--- config.mk ---
export PLATFORM = sky130hd
export DESIGN_NAME = unified_mem_arbiter
export DESIGN_NICKNAME = d
export VERILOG_FILES = /design/src/rtl/mem_arb_pkg.sv /design/src/rtl/unified_mem_arbiter_hold.sv /design/src/rtl/unified_mem_arbiter.sv
export SDC_FILE = /design/constraint.sdc
export NUM_CORES = 1
export LEC_CHECK = 0
export BUFFER_PORTS_ARGS = -buffer_cell sky130_fd_sc_hd__buf_2
export CORE_UTILIZATION = 51
export DETAILED_ROUTE_END_ITERATION = 10
export GPL_TIMING_DRIVEN = 0
export PLACE_DENSITY = 0.86
export SLEW_MARGIN = 25
export SYNTH_ARGS = -nofsm -noshare
export SYNTH_HDL_FRONTEND = slang
export SYNTH_SLANG_ARGS = --single-unit
export TNS_END_PERCENT = 1
--- constraint.sdc ---
create_clock -name clk -period 3.3 [get_ports clk]
set_input_delay 0.495 -clock clk [delete_from_list [all_inputs] [get_ports clk]]
set_output_delay 0.495 -clock clk [all_outputs]
set_load 0.01 [all_outputs]
--- src/rtl/mem_arb_pkg.sv ---
// Shared types and defaults for the unified instruction/data memory arbiter.
package mem_arb_pkg;

  localparam int DEF_TIMEOUT = 16;
  localparam int DEF_STARVE  = 4;

  typedef enum logic [1:0] {IDLE, BUSY_IF, BUSY_DM} arb_state_t;
  typedef enum logic [1:0] {OWN_NONE, OWN_IF, OWN_DM} owner_t;

  function automatic owner_t state_owner(input arb_state_t s);
    return (s == BUSY_IF) ? OWN_IF : OWN_DM;
  endfunction

endpackage

--- src/rtl/unified_mem_arbiter_hold.sv ---
// Load-enabled holding register for returned read data.
module unified_mem_arbiter_hold #(
  parameter int WIDTH = 32
) (
  input  logic             clk,
  input  logic             rst,
  input  logic             load,
  input  logic [WIDTH-1:0] d,
  output logic [WIDTH-1:0] q
);

  always_ff @(posedge clk or negedge rst) begin
    if (!rst)      q <= '0;
    else if (load) q <= d;
  end

endmodule

--- src/rtl/unified_mem_arbiter.sv ---
// Arbitrates instruction fetch and data accesses onto one single-port memory,
// with data priority, fetch anti-starvation and a per-transaction ack timeout.
module unified_mem_arbiter
  import mem_arb_pkg::*;
#(
  parameter int TIMEOUT_CYCLES = DEF_TIMEOUT,
  parameter int STARVE_LIMIT   = DEF_STARVE
) (
  input  logic        clk,
  input  logic        rst,
  input  logic        if_req,
  input  logic [31:0] if_addr,
  output logic [31:0] if_rdata,
  output logic        if_valid,
  input  logic        dm_req,
  input  logic        dm_we,
  input  logic [31:0] dm_addr,
  input  logic [31:0] dm_wdata,
  output logic [31:0] dm_rdata,
  output logic        dm_valid,
  output logic        mem_req,
  output logic        mem_we,
  output logic [31:0] mem_addr,
  output logic [31:0] mem_wdata,
  input  logic [31:0] mem_rdata,
  input  logic        mem_ack,
  output logic        err
);

  localparam int TW = $clog2(TIMEOUT_CYCLES + 1);
  localparam int SW = (STARVE_LIMIT < 1) ? 1 : $clog2(STARVE_LIMIT + 1);
  localparam logic [TW-1:0] TMO_LAST   = TW'(TIMEOUT_CYCLES - 1);
  localparam logic [SW-1:0] STARVE_MAX = SW'(STARVE_LIMIT);

  arb_state_t    state, state_nxt;
  owner_t        grant, done;
  logic [TW-1:0] tmo_cnt, tmo_nxt;
  logic [SW-1:0] starve_cnt, starve_nxt;
  logic          mem_req_nxt, mem_we_nxt, err_nxt;
  logic [31:0]   mem_addr_nxt, mem_wdata_nxt, done_data;
  logic          if_elig, dm_elig;

  // A side whose valid is out this cycle cannot be re-issued in the same cycle.
  assign if_elig = if_req && !if_valid;
  assign dm_elig = dm_req && !dm_valid;

  always_comb begin
    state_nxt     = state;
    grant         = OWN_NONE;
    done          = OWN_NONE;
    done_data     = '0;
    tmo_nxt       = tmo_cnt;
    starve_nxt    = starve_cnt;
    mem_req_nxt   = mem_req;
    mem_we_nxt    = mem_we;
    mem_addr_nxt  = mem_addr;
    mem_wdata_nxt = mem_wdata;
    err_nxt       = err;
    unique case (state)
      IDLE: begin
        // A held dm_req during its own valid cycle is a back-to-back request:
        // it still outranks fetch, so that cycle grants nobody unless starved.
        if (if_elig && (!dm_req || starve_cnt == STARVE_MAX)) grant = OWN_IF;
        else if (dm_elig)                                     grant = OWN_DM;
        if (grant == OWN_IF) begin
          state_nxt     = BUSY_IF;
          mem_req_nxt   = 1'b1;
          mem_we_nxt    = 1'b0;
          mem_addr_nxt  = if_addr;
          mem_wdata_nxt = '0;
          tmo_nxt       = '0;
          starve_nxt    = '0;
        end else if (grant == OWN_DM) begin
          state_nxt     = BUSY_DM;
          mem_req_nxt   = 1'b1;
          mem_we_nxt    = dm_we;
          mem_addr_nxt  = dm_addr;
          mem_wdata_nxt = dm_wdata;
          tmo_nxt       = '0;
          if (if_req && starve_cnt != STARVE_MAX) starve_nxt = starve_cnt + SW'(1);
        end
      end
      BUSY_IF, BUSY_DM: begin
        if (mem_ack) begin
          state_nxt   = IDLE;
          mem_req_nxt = 1'b0;
          mem_we_nxt  = 1'b0;
          done        = state_owner(state);
          done_data   = mem_we ? '0 : mem_rdata;
        end else if (tmo_cnt == TMO_LAST) begin
          state_nxt   = IDLE;
          mem_req_nxt = 1'b0;
          mem_we_nxt  = 1'b0;
          err_nxt     = 1'b1;
          done        = state_owner(state);
        end else begin
          tmo_nxt = tmo_cnt + TW'(1);
        end
      end
      default: state_nxt = IDLE;
    endcase
  end

  always_ff @(posedge clk or negedge rst) begin
    if (!rst) begin
      state      <= IDLE;
      tmo_cnt    <= '0;
      starve_cnt <= '0;
      mem_req    <= 1'b0;
      mem_we     <= 1'b0;
      mem_addr   <= '0;
      mem_wdata  <= '0;
      err        <= 1'b0;
      if_valid   <= 1'b0;
      dm_valid   <= 1'b0;
    end else begin
      state      <= state_nxt;
      tmo_cnt    <= tmo_nxt;
      starve_cnt <= starve_nxt;
      mem_req    <= mem_req_nxt;
      mem_we     <= mem_we_nxt;
      mem_addr   <= mem_addr_nxt;
      mem_wdata  <= mem_wdata_nxt;
      err        <= err_nxt;
      if_valid   <= (done == OWN_IF);
      dm_valid   <= (done == OWN_DM);
    end
  end

  unified_mem_arbiter_hold #(.WIDTH(32)) u_if_hold (
    .clk  (clk),
    .rst  (rst),
    .load (done == OWN_IF),
    .d    (done_data),
    .q    (if_rdata)
  );

  unified_mem_arbiter_hold #(.WIDTH(32)) u_dm_hold (
    .clk  (clk),
    .rst  (rst),
    .load (done == OWN_DM),
    .d    (done_data),
    .q    (dm_rdata)
  );

endmodule

# After elaboration in Yosys (flattened, before gate mapping)
# Index checks and enable logic that the tools add are counted.
# W data, S select, Z words.
[op_classes]
add_sub_neg = 2
n_mul = 0
div_mod_pow = 0
order_cmp = 0
n_eq_ne = 13
shifts = 0
mux = 35
n_bitwise = 1
reduce_logical = 19
[op_table]
columns = ["cell", "count"]
rows = [
  ["$mux W32", 7],
  ["$mux W2", 11],
  ["$mux W5", 4],
  ["$pmux W5 S2", 1],
  ["$mux W3", 3],
  ["$ne A3 B3 Y1 const B", 3],
  ["$reduce_and A3 Y1", 3],
  ["$eq A2 B1 Y1 const B", 3],
  ["$eq A2 B2 Y1 const B", 3],
  ["$mux W1", 6],
  ["$reduce_bool A2 Y1", 3],
  ["$add A5 B1 Y5 const B", 1],
  ["$eq A5 B4 Y1 const B", 1],
  ["$logic_and A1 B1 Y1", 4],
  ["$ne A2 B2 Y1 const B", 2],
  ["$pmux W1 S2", 2],
  ["$pmux W2 S2", 1],
  ["$reduce_and A2 Y1", 2],
  ["$reduce_and A4 Y1", 1],
  ["$add A3 B1 Y3 const B", 1],
  ["$eq A3 B3 Y1 const B", 1],
  ["$logic_not A1 Y1", 3],
  ["$logic_not A2 Y1", 1],
  ["$reduce_or A2 Y1", 1],
  ["other kinds (2)", 2],
]
[word_totals]
reg_bits = 143
latchBits = 0
mem_bits_rw = 0
rom_bits = 0
inputBits = 134
output_inout_bits = 133
word_cells = 82
memories = 0

# Longest topological paths before layout
[logic_depth]
depth_word = 9
depth_mapped = 9

# Hierarchy
# From an unflattened synthesis, not the netlist that was laid out.
[hier_totals]
cells_unflattened = 478
hier_area_um2 = 6296.0
[by_module_without_submodules]
columns = ["module", "n_inst", "cells_each", "area_per_inst_um2"]
rows = [
  ["unified_mem_arbiter", 1, 342, 3606.0],
  ["unified_mem_arbiter_hold", 2, 68, 1345.0],
]

# Worst setup path before layout
# OpenSTA, ideal clock, no wires.
[synth_timing]
path_type = "flip-flop to flip-flop"
start = "register tmo_cnt[0]"
end = "register u_dm_hold.q[2]"
setup_ps = 83
arrival_time_ps = 1892
path_slack_ps = 1325
stages_incl_launch_ff = 10
period_less_slack_ps = 1975
cell_sequence = "dfrtp_1 ha_1 and3_1 ha_1 o21ai_0 or2_2 clkbuf_1 clkbuf_1 nand2_1 o21ai_0"
[synth_via]
elab_chain_cells = 5
[synth_rtl]
columns = ["item", "line", "source"]
rows = [
  ["start, declared", "unified_mem_arbiter.sv:37", "logic [TW-1:0] tmo_cnt, tmo_nxt;"],
  ["start signal, assigned", "unified_mem_arbiter.sv:118", "tmo_cnt <= tmo_nxt;"],
  ["$eq A5 B4 Y1", "unified_mem_arbiter.sv:90", "end else if (tmo_cnt == TMO_LAST) begin"],
  ["$mux W2", "unified_mem_arbiter.sv:90", ""],
  ["$mux W2", "unified_mem_arbiter.sv:84", "if (mem_ack) begin"],
  ["$mux W2", "unified_mem_arbiter.sv:59", "unique case (state)"],
  ["$eq A2 B2 Y1", "unified_mem_arbiter.sv:141", ".load (done == OWN_DM),"],
  ["end signal, assigned", "unified_mem_arbiter_hold.sv:13", "if (!rst) q <= '0;"],
  ["end signal, assigned", "unified_mem_arbiter_hold.sv:14", "else if (load) q <= d;"],
  ["end, declared", "unified_mem_arbiter_hold.sv:9", "output logic [WIDTH-1:0] q"],
]
# Every way passes these cells.
# A chain may end at the register's enable or synchronous reset.

# Worst setup path after layout
[layout_timing]
start = "register tmo_cnt[0]"
end = "register u_dm_hold.q[17]"
# The elaborated chain is that of the path after synthesis.

==> results <==
- The gate family responsible for the most delay along the worst path is buffers and inverters.
- The number of maximum-capacitance violations is 0.
- The final core utilization is 0.711.
- Setup repair after global routing left no endpoint under its margin.
- The floorplan step defined a die boundary enclosing 12100 um2.
- The number of hold-slack violations in the final timing report came to 1.
- For the final database, setup skew stands at 0.00802 ns.
- Setup violations remaining at the end of the flow were counted as 0.
- Across every metal layer, demand over resource in global routing totals 0.267.
- Adding up every negative setup slack in the final design gives 0 ns.
- The number of buffers created by CTS is 17.
- The count of port buffers added during placement is 266.
- The fraction of registers with async set or reset after synthesis is 1.00.
- VDD sags by at most 0.608 mV.
- The flow ran to the end, but the final reports show violations.
- The routed length per placed instance is 17.2 um.
- For this run, the slowest stage of the critical path takes 0.43 ns.
- The data arrival time of the worst path is 2.83 ns.
- The most used flip-flop cell after synthesis is sky130_fd_sc_hd__dfrtp_1.
- The floorplan has 39 rows.
- The critical path goes through ha_1 -> and3_1 -> ha_1 -> o21ai_0 -> or2_2 -> clkbuf_1 -> clkbuf_1 -> nand2_1 -> o21ai_0.
- Measured along the x axis, the die boundary spans 110 um.
- The number of antenna violations at the first check in global routing was 1.
- The net count after synthesis is 642.
- Of the synthesized area, sequential elements account for 0.603.
- The repair_antennas step left the layout with diodes totalling 0.
- The global placer's final weighted congestion is 0.783.
- For the worst-skew pair, the clock arrives at the later sink with an insertion delay of 0.41 ns.
- In the final layout, the share of cells above drive strength 1 is 0.479.
- The region available for standard cell placement spans 11400 um2.
- The clock tree root buffer cell is sky130_fd_sc_hd__clkbuf_16.
- Summed over all layers, the global routing overflow is 0.
- At the worst endpoint, the required time is 3.62 ns.
- Wires add up to 16200 um.
- The clock period minus final worst setup slack is 2.51 ns.
- The area growth from synthesis to layout is 36.1%.
- The TritonCTS sink count is 143.
- The path type of the worst setup path is flop to flop.
- The initial utilization of the core area, before any placement, comes to 0.522.
- The flop and latch count out of synthesis is 143.
- The number of setup buffers added after CTS is 0.
- The analysis attributes to cell leakage a power of 4.23 nW.
- The synthesized netlist contains 37 unique library cells.
- Once detail routing completed, the nets flagged for antenna violations numbered 0.
- The top-level I/O count is 267.
- The actual slew at the worst max-slew pin is 0.712 ns.
- The worst setup path is launched from a flop.
- In this run, placement finished with an instance count of 912.
- The violation count after the first detailed-route iteration is 308.
- Among all stages on the critical path, the largest delay is contributed by sky130_fd_sc_hd__clkbuf_1.
- The number of levels in the clock H-tree is 4.
- The worst min-delay path class is input pin to asynchronous set/reset pin.
- Entering global routing, the biggest net connects 86 pins.
- The ratio of total power to cell area is 977 nW/um2.
- The clock input transition at the sequential cells of the worst setup and hold paths is 0.06 ns.
- The critical path contains buffers and inverters numbering 2 combined.
- The post-cts repair resize count is 0.
- During synthesis, Yosys emitted a total of 0 warnings.
- The count of cells in the finished layout, fillers not included, comes to 943.
- Registers take 3580 um2.
- The cell count after synthesis is 502.
- The routed layout has 4978 vias.
- The number of nets in the layout is 928.
- The TritonCTS clock tree is done.
- The first global-routing pass estimated 23900 um of wire.
- The mapped netlist covers 5940 um2.
- The synthesized area per cell is 11.8 um2.
- Yosys mapped a number of flops with a built-in enable equal to 0.
- The maximum net fanout on the critical path is 10.
- The detailed-route vias per instance is 5.28.
- The placed wire-length estimate after detailed placement is 12000 um.
- The final reports fail on hold timing.
- The DRC violation count after routing is 0.
- STA classifies the critical path endpoint as a flop.
- The worst hold slack across all endpoints is -0.00364 ns.
- In this run the vertical extent of the chip is 110 um.
- Summing all multi-input logic gate instances after layout gives 2150 um2.
- The pre-antenna-repair detailed-routing pass consisted of 4 iterations.
- Timing would allow up to 0.399 GHz.
- In the finished design, the share of the clock period the worst path needs comes to 0.759.
- The number of hold buffers added after CTS is 0.
- The layout has 806 filler cells.
- The via count of the first global-routing pass is 4886.
- The worst max-slew margin expressed relative to the limit is 0.522.
- Counting along the longest clock path gives a buffer depth of 2.
- The number of max-slew violations in the final report is 0.
-- worst reg2reg max path, stage by stage (launching register included) --
cell	delay (ns)
sky130_fd_sc_hd__dfrtp_1	0.40
sky130_fd_sc_hd__ha_1	0.22
sky130_fd_sc_hd__and3_1	0.19
sky130_fd_sc_hd__ha_1	0.22
sky130_fd_sc_hd__o21ai_0	0.20
sky130_fd_sc_hd__or2_2	0.16
sky130_fd_sc_hd__clkbuf_1	0.35
sky130_fd_sc_hd__clkbuf_1	0.43
sky130_fd_sc_hd__nand2_1	0.14
sky130_fd_sc_hd__o21ai_0	0.11
-- layout by cell type, fill, tap and decap left out, drive strengths merged, types with 3 or more instances in the layout --
cell type | Yosys | final
nor2 | 6 | 6
bufinv | 0 | 3
buf | 15 | 282
a32o | 3 | 3
a21oi | 3 | 3
ha | 6 | 6
a22o | 35 | 35
o21ai | 72 | 72
clkbuf | 17 | 35
nand2 | 102 | 102
nor3 | 5 | 5
mux2 | 65 | 65
dfrtp | 143 | 143
clkinv | 0 | 6
inv | 9 | 11
-- metal layers --
layer  up-vias  routed length [um]  GRT usage
met5         -                  13          0
met4         2                 448      0.112
met3        37                1270     0.0735
met2       241                8100      0.462
met1      2375                6360      0.313
li1       2323                   -          -
-- layout make-up --
cell class | count | area share
repair buffers | 267 | 0.169
inverters | 9 | 0.00418
flip-flops and latches | 143 | 0.443
clock buffers | 18 | 0.0531
multi-input cells | 318 | 0.267
plain buffers | 32 | 0.0214
clock inverters | 13 | 0.0203
well taps | 143 | 0.0221
-- logic make-up after synthesis --
kind of cell | count (synthesis) | synth area share
mux | 65 | 0.126
compound gates | 122 | 0.136
buf+inv | 41 | 0.0348
simple gates | 125 | 0.0881
fa+ha+maj | 6 | 0.0126
flops | 143 | 0.603
-- sequential cells by signal (all words and copies together) (netlist names) --
register     count
if_valid         1
mem_we           1
tmo_cnt          5
u_if_hold.q     32
starve_cnt       3
mem_addr        32
state            2
mem_wdata       32
u_dm_hold.q     32
err              1
mem_req          1
dm_valid         1
-- cell usage after synthesis, types with 3 or more instances --
master,instances,share of area
sky130_fd_sc_hd__dfrtp_1,143,0.60
sky130_fd_sc_hd__nand2_1,102,0.064
sky130_fd_sc_hd__o21ai_0,67,0.056
sky130_fd_sc_hd__mux2_2,61,0.12
sky130_fd_sc_hd__a22o_1,35,0.052
sky130_fd_sc_hd__clkbuf_1,17,0.011
sky130_fd_sc_hd__buf_2,9,0.0076
sky130_fd_sc_hd__inv_1,9,0.0057
sky130_fd_sc_hd__ha_1,6,0.013
sky130_fd_sc_hd__buf_6,5,0.0095
sky130_fd_sc_hd__nor2_1,5,0.0032
sky130_fd_sc_hd__nor3_1,5,0.0042
sky130_fd_sc_hd__mux2_4,4,0.010
sky130_fd_sc_hd__o21ai_1,4,0.0034
sky130_fd_sc_hd__a21oi_1,3,0.0025
sky130_fd_sc_hd__a32o_1,3,0.0051
-- report_power, final --
part / total (mW) / switching [mW] / internal (mW)
Sequential: 2.91 / 0.417 / 2.49
Clock: 1.92 / 0.734 / 1.19
Combinational: 3.06 / 1.73 / 1.33
-- path summary, 6_finish.rpt --
| check | from | to | slack, ns | cells past startpoint |
|---|---|---|---|---|
| worst max-delay path | tmo_cnt[0] | u_dm_hold.q[17] | 0.79 | 9 |
| worst min-delay path | rst | u_dm_hold.q[9] | -0.004 | 1 |
| worst max register to register | tmo_cnt[0] | u_dm_hold.q[17] | 0.79 | 9 |
| worst min register to register | u_dm_hold.q[26] | u_dm_hold.q[26] | 0.48 | 2 |
| max in group asynchronous | rst | starve_cnt[2] | 2.54 | 2 |
| min in group clk | dm_wdata[26] | mem_wdata[26] | 0.30 | 2 |
-- per-stage QoR --
stage | hold slack [ns] | setup slack (ns) | cell area (um2) | total power [mW]
2_1_floorplan | 0.199 | 1.33 | 5940 | 4.64
3_3_place_gp | 0.454 | -0.0560 | 7450 | 5.78
3_5_place_dp | 0.448 | 0.803 | 7490 | 5.98
4_1_cts | 0.00237 | 0.786 | 8080 | 7.93
5_1_grt | 0.0239 | 0.597 | 8080 | 8.35
6_report | -0.00364 | 0.795 | 8080 | 7.89
Power figures use the tool's default switching activity.
